**src/rtl/vga_draw_arbiter.sv**
```systemverilog
// Round-robin arbiter sharing the vga_adapter write port among NUM_CLIENTS pixel drawers.
// Optional clipping of out-of-screen pixels is enabled by defining VGA_ARB_CLIP_EN.
module vga_draw_arbiter #(
    parameter int unsigned NUM_CLIENTS = 3,
    parameter int unsigned X_WIDTH     = 8,
    parameter int unsigned Y_WIDTH     = 7,
    parameter int unsigned COLOR_WIDTH = 3,
    parameter int unsigned X_LIMIT     = 160,
    parameter int unsigned Y_LIMIT     = 120
) (
    input  logic                               clock,
    input  logic                               reset,
    input  logic [NUM_CLIENTS-1:0]             req,
    input  logic [NUM_CLIENTS-1:0]             done,
    input  logic [NUM_CLIENTS-1:0]             pix_valid,
    input  logic [NUM_CLIENTS*X_WIDTH-1:0]     x_in,
    input  logic [NUM_CLIENTS*Y_WIDTH-1:0]     y_in,
    input  logic [NUM_CLIENTS*COLOR_WIDTH-1:0] color_in,
    output logic [NUM_CLIENTS-1:0]             grant,
    output logic [X_WIDTH-1:0]                 x,
    output logic [Y_WIDTH-1:0]                 y,
    output logic [COLOR_WIDTH-1:0]             color,
    output logic                               plot,
    output logic                               busy
);

    localparam int unsigned IDX_W = $clog2(NUM_CLIENTS);

`ifdef VGA_ARB_CLIP_EN
    localparam bit CLIP_EN = 1'b1;
`else
    localparam bit CLIP_EN = 1'b0;
`endif

    typedef enum logic [1:0] {
        IDLE,
        OWN,
        RELEASE
    } state_t;

    state_t                   state_q, state_d;
    logic [NUM_CLIENTS-1:0]   grant_q, grant_d;
    logic [IDX_W-1:0]         last_q, last_d;
    logic                     plot_q, plot_d;
    logic [X_WIDTH-1:0]       x_q, x_d;
    logic [Y_WIDTH-1:0]       y_q, y_d;
    logic [COLOR_WIDTH-1:0]   color_q, color_d;

    logic [X_WIDTH-1:0]       sel_x;
    logic [Y_WIDTH-1:0]       sel_y;
    logic [COLOR_WIDTH-1:0]   sel_color;
    logic                     in_bounds;
    logic                     pix_ok;
    logic                     found;
    logic [IDX_W-1:0]         pick;
    int unsigned              cand;

    // In OWN the one-hot grant always matches last_q, so last_q doubles as the owner index.
    assign sel_x     = x_in[last_q*X_WIDTH +: X_WIDTH];
    assign sel_y     = y_in[last_q*Y_WIDTH +: Y_WIDTH];
    assign sel_color = color_in[last_q*COLOR_WIDTH +: COLOR_WIDTH];
    assign in_bounds = (32'(sel_x) < X_LIMIT) && (32'(sel_y) < Y_LIMIT);
    assign pix_ok    = !CLIP_EN || in_bounds;

    always_comb begin
        found = 1'b0;
        pick  = last_q;
        cand  = 0;
        for (int unsigned off = 1; off <= NUM_CLIENTS; off++) begin
            cand = (32'(last_q) + off) % NUM_CLIENTS;
            if (!found && req[cand]) begin
                found = 1'b1;
                pick  = IDX_W'(cand);
            end
        end
    end

    always_comb begin
        state_d = state_q;
        grant_d = grant_q;
        last_d  = last_q;
        plot_d  = 1'b0;
        x_d     = x_q;
        y_d     = y_q;
        color_d = color_q;

        unique case (state_q)
            IDLE: begin
                if (found) begin
                    grant_d = {{(NUM_CLIENTS-1){1'b0}}, 1'b1} << pick;
                    last_d  = pick;
                    state_d = OWN;
                end
            end
            OWN: begin
                // A pixel arriving alongside done is still written.
                if (grant_q[last_q] && pix_valid[last_q] && pix_ok) begin
                    plot_d  = 1'b1;
                    x_d     = sel_x;
                    y_d     = sel_y;
                    color_d = sel_color;
                end
                if (done[last_q] || !req[last_q]) begin
                    grant_d = '0;
                    state_d = RELEASE;
                end
            end
            RELEASE: begin
                state_d = IDLE;
            end
            default: begin
                grant_d = '0;
                state_d = IDLE;
            end
        endcase
    end

    always_ff @(posedge clock or negedge reset) begin
        if (!reset) begin
            state_q <= IDLE;
            grant_q <= '0;
            last_q  <= IDX_W'(NUM_CLIENTS - 1);
            plot_q  <= 1'b0;
            x_q     <= '0;
            y_q     <= '0;
            color_q <= '0;
        end else begin
            state_q <= state_d;
            grant_q <= grant_d;
            last_q  <= last_d;
            plot_q  <= plot_d;
            x_q     <= x_d;
            y_q     <= y_d;
            color_q <= color_d;
        end
    end

    assign grant = grant_q;
    assign plot  = plot_q;
    assign x     = x_q;
    assign y     = y_q;
    assign color = color_q;
    assign busy  = |grant_q;

endmodule

```
**config.mk**
```make
export PLATFORM = sky130hd
export DESIGN_NAME = vga_draw_arbiter
export DESIGN_NICKNAME = d
export VERILOG_FILES = /design/src/rtl/vga_draw_arbiter.sv
export SDC_FILE = /design/constraint.sdc
export NUM_CORES = 1
export LEC_CHECK = 0
export ABC_AREA = 0
export BUFFER_PORTS_ARGS = -buffer_cell sky130_fd_sc_hd__clkbuf_2
export CAP_MARGIN = 20
export CORE_MARGIN = 2
export CORE_UTILIZATION = 48
export CTS_CLUSTER_SIZE = 12
export DETAILED_ROUTE_END_ITERATION = 16
export PLACE_DENSITY = 0.92
export SLEW_MARGIN = 20
export SYNTH_ARGS = -nofsm -noshare
export SYNTH_HDL_FRONTEND = slang
export SYNTH_SLANG_ARGS = --single-unit
```
**constraint.sdc**
```tcl
create_clock -name clock -period 4.68 [get_ports clock]
set_input_delay 0.702 -clock clock [delete_from_list [all_inputs] [get_ports clock]]
set_output_delay 0.702 -clock clock [all_outputs]
set_load 0.005 [all_outputs]
```
==> reports/results.tsv <==
metric	value	unit
sequential share of the synthesized area	0.397	
reg2reg end	last_q[1]$_DFFE_PN1P_	
Netlist cell types	41	
worst stage delay on the critical path	0.99	ns
Final min period	2.99	ns
CTS tree	yes	
FMAX	334	MHz
Leak	1.12	nW
final setup fails	0	
setup TNS	0	ns
RSZ-0062 raised after global routing	no	
Max-slew headroom	0.492	
commonest cells after routing, fill and taps aside	87 x clkbuf_2, 25 x dfrtp_1, 22 x a21oi_1	
Synth Register Bits	26	
Fill cells	293	
DRT iter0 DRCs	76	
die height	62.5	µm
Layout Skew	0.0180	ns
Pwr Total	1.19	mW
VDD IR-drop max	0.000235	V
Crit. End Element	register	
share of cells above drive strength 1	0.374	
first-pass GRT wire length	7250	µm
ant diodes	0	
die width	62.5	µm
R2R cell count	7	
worst path required time	4.93	ns
crit path max fanout	26	
RR Startpoint	last_q[1]$_DFFE_PN1P_	
largest net degree at the start of global routing	38	
kind of critical path	register to register	
crit path to	last_q[1]$_DFFE_PN1P_	
final WL	4300	µm
die area	3900	µm²
Starting Density	0.496	
vias in the first global route	1650	
Final HPWL DP	3320	µm
commonest non-fill, non-tap cell in the layout	clkbuf_2	
Async SR Flop Fraction	1.00	
Mapped Cells	188	
DR pass1 iterations	4	
RePlAce Congestion	0.845	
hold buffer count at CTS	0	
Post-CTS Setup Inserts	0	
routed vias/inst	5.39	
Cell Chain, Critical Path	inv_1 -> ha_1 -> a22o_1 -> a211o_1 -> and2_4 -> o32a_4 -> mux2_2	
Worst-path clk slew	0.14	ns
area of the multi-input gates	935	µm²
wire per inst	13.6	µm
total congestion overflow	0	
CP startpoint	last_q[1]$_DFFE_PN1P_	
via count	1704	
CTS Root Cell	clkbuf_4	
warnings from Yosys	0	
I/O pin cnt	88	
FP Rows	21	
Sink Count	26	
initial antenna violation count	0	
maxcap violations	0	
clk buf depth	2	
Storage cell area	652	µm²
H-tree depth	1	
Final Max Tran Viols	0	
final core area utilization	0.647	
GR Util All Layers	0.230	
status	finished clean	
EDFF count, synth	0	
power per cell area	558	nW/µm²
hold crit path type	primary input to asynchronous set/reset pin	
Layout area overhead	30.5	%
CTS resizes	0	
Avg Inst Size Synth	8.73	µm²
Mapped Area	1640	µm²
Routed Antenna Nets	0	
I/O Buffers	87	
Worst Tran Pin Value	0.762	ns
CP arrival	3.25	ns
Final period util	0.639	
core area	3310	µm²
Fin. Hold Viols	0	
Crit-path slowest cell	dfstp_2	
DRC viols	0	
Num CTS Buffers	3	
top_reg_cell synth	dfrtp_1	
R2R setup slack	1.69	ns
nets	339	
Worst-Skew Late Latency	0.33	ns
Startpoint Class	register	
syn_nets	256	
==> layer usage <==
layer,vias to the layer above,track usage,routed length [µm]
li1,831,-,-
met1,804,0.273,1740
met2,59,0.406,2260
met3,10,0.0432,219
met4,0,0.0944,84
met5,-,0,0
==> layout make-up <==
cell class              count  area share
inverters                   5     0.00876
multi-input cells         147       0.436
well taps                  46      0.0269
flip-flops and latches     26       0.304
repair buffers             88       0.207
clock buffers               4      0.0169
==> worst max-delay path, delay by kind of cell, from the launching register on <==
kind	cells	cell delay, ns
adders and majority gates	1	0.35
and+or+nand+nor	1	0.17
DFF	1	0.99
buffers and inverters	1	0.17
AOI/OAI and AO/OA	3	0.96
muxes	1	0.27
==> worst min-delay path by stage <==
stage                                start                   end  slack, ns  depth (start not counted)
after floorplan                      reset  color[0]$_DFFE_PN0P_       0.41                          0
after global placement    y[6]$_DFFE_PN0P_      y[6]$_DFFE_PN0P_       0.46                          2
after detailed placement  y[6]$_DFFE_PN0P_      y[6]$_DFFE_PN0P_       0.47                          2
after CTS                            reset        plot$_DFF_PN0_       0.37                          1
after global routing                 reset        plot$_DFF_PN0_       0.40                          1
final                                reset        plot$_DFF_PN0_       0.35                          1
==> synthesized netlist by cell type (2+ instances only) <==
master	instances	area (µm²)
nand2_1	20	75.1
buf_2	2	10.0
nand2b_1	4	25.0
inv_1	5	18.8
nor3b_1	2	15.0
o31ai_1	3	22.5
nand3b_1	2	15.0
a22o_1	2	17.5
o21ai_1	11	55.1
a21oi_1	22	110
mux2i_1	18	180
dfrtp_1	25	626
nand3_1	2	10.0
a22oi_1	4	30.0
nor2_1	20	75.1
nor2b_1	4	25.0
ha_1	3	37.5
clkbuf_1	7	26.3
o21ai_0	10	50.1
==> cell families after synthesis <==
family | synth area share
buffers and inverters | 0.0404
multiplexers | 0.132
flip-flops | 0.397
AND/OR/NAND/NOR | 0.180
AO/OA/AOI/OAI | 0.228
adder cells (fa/ha/maj) | 0.0229
==> through the flow <==
step           worst slack, ns  cell area, µm²  instances  hold slack, ns
2_1_floorplan             2.37            1640        188           0.406
3_3_place_gp              1.81            2100        312           0.463
3_5_place_dp              1.71            2110        312           0.471
4_1_cts                   1.69            2140        316           0.373
5_1_grt                   1.48            2140        316           0.402
6_report                  1.69            2140        316           0.353
==> sequential cells by signal, summed over array words and instances (netlist names) <==
register,cells
y,7
plot,1
state_q,2
last_q,2
grant,3
color,3
x,8
==> power breakdown <==
group | internal (mW) | switching [mW] | total [mW]
clock | 0.0476 | 0.0640 | 0.112
sequential | 0.324 | 0.122 | 0.446
combinational | 0.316 | 0.321 | 0.637
Note: power is estimated with default switching activity, not from simulation.
